--- src/rtl/hcsr04_emulator.sv ---
// HC-SR04 responder: validates the trig pulse width, then after a burst delay
// answers with an echo whose width encodes distance_mm (100 MHz timebase).
module hcsr04_emulator #(
  parameter int unsigned MIN_TRIG_CYC   = 1000,
  parameter int unsigned ECHO_DELAY_CYC = 20000,
  parameter int unsigned MAX_MM         = 4000,
  parameter int unsigned TIMEOUT_CYC    = 3800000,
  parameter int unsigned HOLDOFF_CYC    = 1000000
) (
  input  logic        clk,
  input  logic        rst,
  input  logic        enable,
  input  logic        trig,
  input  logic [11:0] distance_mm,
  output logic        echo,
  output logic        busy,
  output logic        done,
  output logic        trig_err,
  output logic        ign_trig
);

  localparam int unsigned TW = $clog2(MIN_TRIG_CYC + 1);
  localparam logic [TW-1:0] T_MIN    = TW'(MIN_TRIG_CYC);
  localparam logic [22:0]   DLY_LAST = 23'(ECHO_DELAY_CYC - 1);
  localparam logic [22:0]   TO_LAST  = 23'(TIMEOUT_CYC - 1);
  localparam logic [22:0]   HO_LAST  = 23'(HOLDOFF_CYC - 1);
  localparam logic [11:0]   MAX_D    = 12'(MAX_MM);
  localparam logic [13:0]   ACC_STEP = 14'd17;
  localparam logic [13:0]   ACC_WRAP = 14'd10000;

  typedef enum logic [2:0] {
    S_IDLE,
    S_TRIG_HI,
    S_ARM,
    S_ECHO,
    S_HOLDOFF
  } state_t;

  state_t        r_state;
  logic          r_sync1;
  logic          r_trig_s;
  logic          r_trig_d;
  logic [TW-1:0] r_t_cnt;
  logic [22:0]   r_cnt;
  logic [13:0]   r_acc;
  logic [11:0]   r_d_cnt;
  logic [11:0]   r_d_lat;
  logic          r_no_tgt;
  logic          r_echo;
  logic          r_busy;
  logic          r_done;
  logic          r_trig_err;
  logic          r_ign;

  logic          w_trig_rise;
  logic [13:0]   w_acc_sum;
  logic          w_acc_wrap;
  logic [13:0]   w_acc_next;
  logic [11:0]   w_d_next;

  assign w_trig_rise = r_trig_s & ~r_trig_d;
  assign w_acc_sum   = r_acc + ACC_STEP;
  assign w_acc_wrap  = (w_acc_sum >= ACC_WRAP);
  assign w_acc_next  = w_acc_wrap ? (w_acc_sum - ACC_WRAP) : w_acc_sum;
  assign w_d_next    = r_d_cnt + {11'd0, w_acc_wrap};

  always_ff @(posedge clk) begin
    if (rst) begin
      r_state    <= S_IDLE;
      r_sync1    <= 1'b0;
      r_trig_s   <= 1'b0;
      r_trig_d   <= 1'b0;
      r_t_cnt    <= '0;
      r_cnt      <= '0;
      r_acc      <= '0;
      r_d_cnt    <= '0;
      r_d_lat    <= '0;
      r_no_tgt   <= 1'b0;
      r_echo     <= 1'b0;
      r_busy     <= 1'b0;
      r_done     <= 1'b0;
      r_trig_err <= 1'b0;
      r_ign      <= 1'b0;
    end else begin
      r_sync1    <= trig;
      r_trig_s   <= r_sync1;
      r_trig_d   <= r_trig_s;
      r_done     <= 1'b0;
      r_trig_err <= 1'b0;
      r_ign      <= 1'b0;

      if (!enable) begin
        r_state <= S_IDLE;
        r_echo  <= 1'b0;
        r_busy  <= 1'b0;
        r_t_cnt <= '0;
        r_cnt   <= '0;
        r_acc   <= '0;
        r_d_cnt <= '0;
      end else begin
        case (r_state)
          S_IDLE: begin
            if (w_trig_rise) begin
              r_state <= S_TRIG_HI;
              r_t_cnt <= TW'(1);
              r_busy  <= 1'b1;
            end
          end

          S_TRIG_HI: begin
            if (r_trig_s) begin
              if (r_t_cnt != T_MIN) r_t_cnt <= r_t_cnt + TW'(1);
            end else if (r_t_cnt >= T_MIN) begin
              r_d_lat  <= distance_mm;
              r_no_tgt <= (distance_mm == '0) || (distance_mm > MAX_D);
              r_d_cnt  <= '0;
              r_acc    <= '0;
              r_cnt    <= '0;
              r_t_cnt  <= '0;
              r_state  <= S_ARM;
            end else begin
              r_trig_err <= 1'b1;
              r_t_cnt    <= '0;
              r_busy     <= 1'b0;
              r_state    <= S_IDLE;
            end
          end

          S_ARM: begin
            r_ign <= w_trig_rise;
            if (r_cnt == DLY_LAST) begin
              r_cnt   <= '0;
              r_echo  <= 1'b1;
              r_state <= S_ECHO;
            end else begin
              r_cnt <= r_cnt + 23'd1;
            end
          end

          S_ECHO: begin
            r_ign <= w_trig_rise;
            // Fall is registered in the same cycle the 17/10000 accumulator
            // carries d_cnt up to d_lat, giving width ceil(d*10000/17).
            if (r_no_tgt) begin
              if (r_cnt == TO_LAST) begin
                r_cnt   <= '0;
                r_echo  <= 1'b0;
                r_done  <= 1'b1;
                r_state <= S_HOLDOFF;
              end else begin
                r_cnt <= r_cnt + 23'd1;
              end
            end else begin
              r_acc   <= w_acc_next;
              r_d_cnt <= w_d_next;
              if (w_d_next == r_d_lat) begin
                r_cnt   <= '0;
                r_echo  <= 1'b0;
                r_done  <= 1'b1;
                r_state <= S_HOLDOFF;
              end
            end
          end

          S_HOLDOFF: begin
            r_ign <= w_trig_rise;
            if (r_cnt == HO_LAST) begin
              r_cnt   <= '0;
              r_busy  <= 1'b0;
              r_state <= S_IDLE;
            end else begin
              r_cnt <= r_cnt + 23'd1;
            end
          end

          default: begin
            r_state <= S_IDLE;
            r_echo  <= 1'b0;
            r_busy  <= 1'b0;
          end
        endcase
      end
    end
  end

  assign echo     = r_echo;
  assign busy     = r_busy;
  assign done     = r_done;
  assign trig_err = r_trig_err;
  assign ign_trig = r_ign;

endmodule

--- config.mk ---
export PLATFORM = sky130hd
export DESIGN_NAME = hcsr04_emulator
export DESIGN_NICKNAME = d
export VERILOG_FILES = /design/src/rtl/hcsr04_emulator.sv
export SDC_FILE = /design/constraint.sdc
export NUM_CORES = 1
export LEC_CHECK = 0
export CAP_MARGIN = 20
export CORE_MARGIN = 4
export CORE_UTILIZATION = 45
export DETAILED_ROUTE_END_ITERATION = 6
export GPL_ROUTABILITY_DRIVEN = 0
export PLACE_DENSITY = 0.67
export REMOVE_ABC_BUFFERS = 1
export SETUP_SLACK_MARGIN = 0.02
export SYNTH_ARGS = -nofsm -noshare
export SYNTH_HDL_FRONTEND = slang
export SYNTH_SLANG_ARGS = --single-unit
--- constraint.sdc ---
create_clock -name clk -period 12.5 [get_ports clk]
set_input_delay 1.25 -clock clk [delete_from_list [all_inputs] [get_ports clk]]
set_output_delay 1.25 -clock clk [all_outputs]
set_load 0.01 [all_outputs]
==> reports/metrics.csv <==
metric;value;unit
outcome;finished, final reports clean;
ys_warn_count;0;
synth_seq_cells;83;
drive_above_1_share;0.06782;
viasPerCell;5.948;
synth_cell_type_count;72;
drtIter0Drc;354;
num-fill-cells;1034;
multi_input_area;3037;um^2
io_pins;21;
cp_data_arrival_time;5.63;ns
slew_violations;0;
synth.cell_area;4911;um^2
relSlewSlack;0.2582;
drt-total-wl;11690;um
syn-instance-count;627;
die_h;112.5;um
layout_common_cells;dfxtp_1 (83), nor2_1 (81), nand2_1 (58), o21ai_0 (51), a21oi_1 (35);
rsz0062_at_grt;no;
final_common_cell;dfxtp_1;
grt_pass1_wl;19780;um
hold_path_class;flop to flop;
worstSetupEndpointType;flop;
timing.final.crit_share;0.4299;
coreArea;10460;um^2
root_buffer;clkbuf_8;
cts_hold_buf;0;
antenna_cells;0;
crit_fanout;23;
finalHoldViolations;0;
cts.sinks;83;
tns;0;ns
grt_usage;0.1840;
routed-via-count;4580;
dieArea;12650;um^2
cts.htree.levels;3;
cts_tree;yes;
placementRows;37;
power_density;93.05;nW/um^2
portBuffers;20;
grt_antenna_before_repair;0;
grt_max_degree;30;
cts.repair.resized;0;
nNetsFinal;653;
ant_nets;0;
first_global_vias;4251;
max_stage_delay;0.91;ns
area_delta_synth_final;9.070;%
drc;0;
synth.avg_cell_area;7.832;um^2
worstPathRequired;12.76;ns
drt_pass1_iterations;5;
initial_core_util;0.4694;
clock_skew;0.01284;ns
dpl_worst_slack;7.256;ns
post_cts_buffers;0;
max_freq;0.1861;GHz
cap_violations;0;
dp_hpwl;8143;um
fin_ws;7.126;ns
critPathKind;flop to flop;
setup_viol;0;
max_slew.worst_pin.slew;1.113;ns
crit_chain;ha_1, nand3_1, xor2_1, inv_1, ha_1, nand4_1, o22a_1, o21ai_2, a21oi_4, ha_1, nand3_1, nor4b_1, nor3_1, nor4_1, nand4_1, a21oi_2, o211a_1, nor3_1;
die_w;112.5;um
leakage;1.699;nW
period_minus_slack;5.374;ns
vdd_drop_max;71.77;uV
seq_area;1662;um^2
grt_overflow;0;
clk_pin_slew;0.09;ns
critPathLaunchType;flop;
wl_per_cell;15.18;um
ys.flop_type;dfxtp_1;
async_reset_ff_frac;0;
crit_top_cell;ha_1;
seq_area_frac_synth;0.3383;
cts_max_path_buffers;2;
slowest_stage;a21oi_2;
numCtsBuffers;9;
synth_edf_count;0;
clk_latency;0.37;ns
kinds of logic (layout without fill, tap and decap cells):
kind of cell               count (synthesis)  count (layout)  share of synthesized area
adders and majority gates                  8               8                    0.02038
DFF                                       83              83                     0.3383
muxes                                     14              14                    0.02853
and+or+nand+nor                          274             274                     0.2795
buffers and inverters                     45              52                    0.04331
xor gates and xnor gates                  31              31                    0.05911
AOI/OAI and AO/OA                        172             172                     0.2308
power breakdown:
part / switching, W / internal [W] / leakage [nW] / total (W)
clock: 0.000103 / 0.0000994 / 0.0995 / 0.000203
combinational: 0.0000168 / 0.0000109 / 0.930 / 0.0000277
sequential: 0.00000259 / 0.000265 / 0.669 / 0.000268
state kept, by name, indices dropped and copies added, names as in the netlist:
| name | count |
|---|---|
| r_cnt | 23 |
| r_acc | 14 |
| r_d_cnt | 12 |
| r_d_lat | 12 |
| r_t_cnt | 10 |
| r_state | 3 |
| busy | 1 |
| done | 1 |
| echo | 1 |
| ign_trig | 1 |
| r_no_tgt | 1 |
| r_sync1 | 1 |
| r_trig_d | 1 |
| r_trig_s | 1 |
| trig_err | 1 |
final cells by class:
type,instances,area share
Timing Repair Buffer,25,0.04438
Sequential cell,83,0.3102
Clock inverter,6,0.01331
Clock buffer,10,0.02569
Tap cell,136,0.03177
Multi-Input combinational cell,499,0.5669
Inverter,11,0.007708
per-stage QoR:
stage | instance area, um^2 | total power [W] | util | cells | hold slack (ns)
finish | 5356 | 0.0004984 | 0.5120 | 770 | 0.4438
global route | 5356 | 0.0005189 | 0.5120 | 770 | 0.4709
CTS | 5341 | 0.0005038 | 0.5105 | 768 | 0.4515
detailed placement | 5132 | 0.0003013 | 0.4906 | 752 | 0.4375
global placement | 5132 | 0.0003008 | 0.4906 | 752 | 0.4197
floorplan | 4740 | 0.0002883 | - | 593 | 0.4138
cell usage after synthesis, types with 12 or more instances:
cell | count | area share
a21oi_1 | 35 | 0.036
a31oi_1 | 21 | 0.027
and3_1 | 12 | 0.015
clkbuf_1 | 18 | 0.014
dfxtp_1 | 83 | 0.34
mux2i_1 | 14 | 0.029
nand2_1 | 58 | 0.044
nand3_1 | 30 | 0.031
nand4_1 | 12 | 0.015
nor2_1 | 81 | 0.062
nor3_1 | 22 | 0.022
o21ai_0 | 51 | 0.052
xnor2_1 | 15 | 0.027
xor2_1 | 15 | 0.027
path summary, 6_finish.rpt:
check | startpoint | endpoint | slack, ns | cells after the start
setup / recovery | r_acc[0]$_SDFFE_PP0P_ | r_cnt[18]$_SDFFE_PP0P_ | 7.13 | 18
hold / removal | r_sync1$_SDFF_PP0_ | r_trig_s$_SDFF_PP0_ | 0.44 | 1
setup reg to reg | r_acc[0]$_SDFFE_PP0P_ | r_cnt[18]$_SDFFE_PP0P_ | 7.13 | 18
hold reg to reg | r_sync1$_SDFF_PP0_ | r_trig_s$_SDFF_PP0_ | 0.44 | 1
per-layer routing:
layer | up-vias | routed length [um] | track usage | share of wire
met4 | 0 | 136 | 0.04888 | 0.012
met2 | 114 | 5398 | 0.2988 | 0.46
met5 | - | 0 | 0 | 0
met1 | 2143 | 5613 | 0.2480 | 0.48
li1 | 2309 | - | - | -
met3 | 14 | 544 | 0.03989 | 0.047
worst max-delay path, delay by kind of cell, from the launching register on:
| kind | cells | cell delay [ns] |
|---|---|---|
| AO/OA/AOI/OAI | 5 | 1.84 |
| XOR/XNOR | 1 | 0.24 |
| adder cells (fa/ha/maj) | 3 | 0.85 |
| buffers and inverters | 1 | 0.11 |
| flip-flops | 1 | 0.50 |
| AND/OR/NAND/NOR | 8 | 1.72 |
No activity file was read; power rests on OpenSTA's default activity.
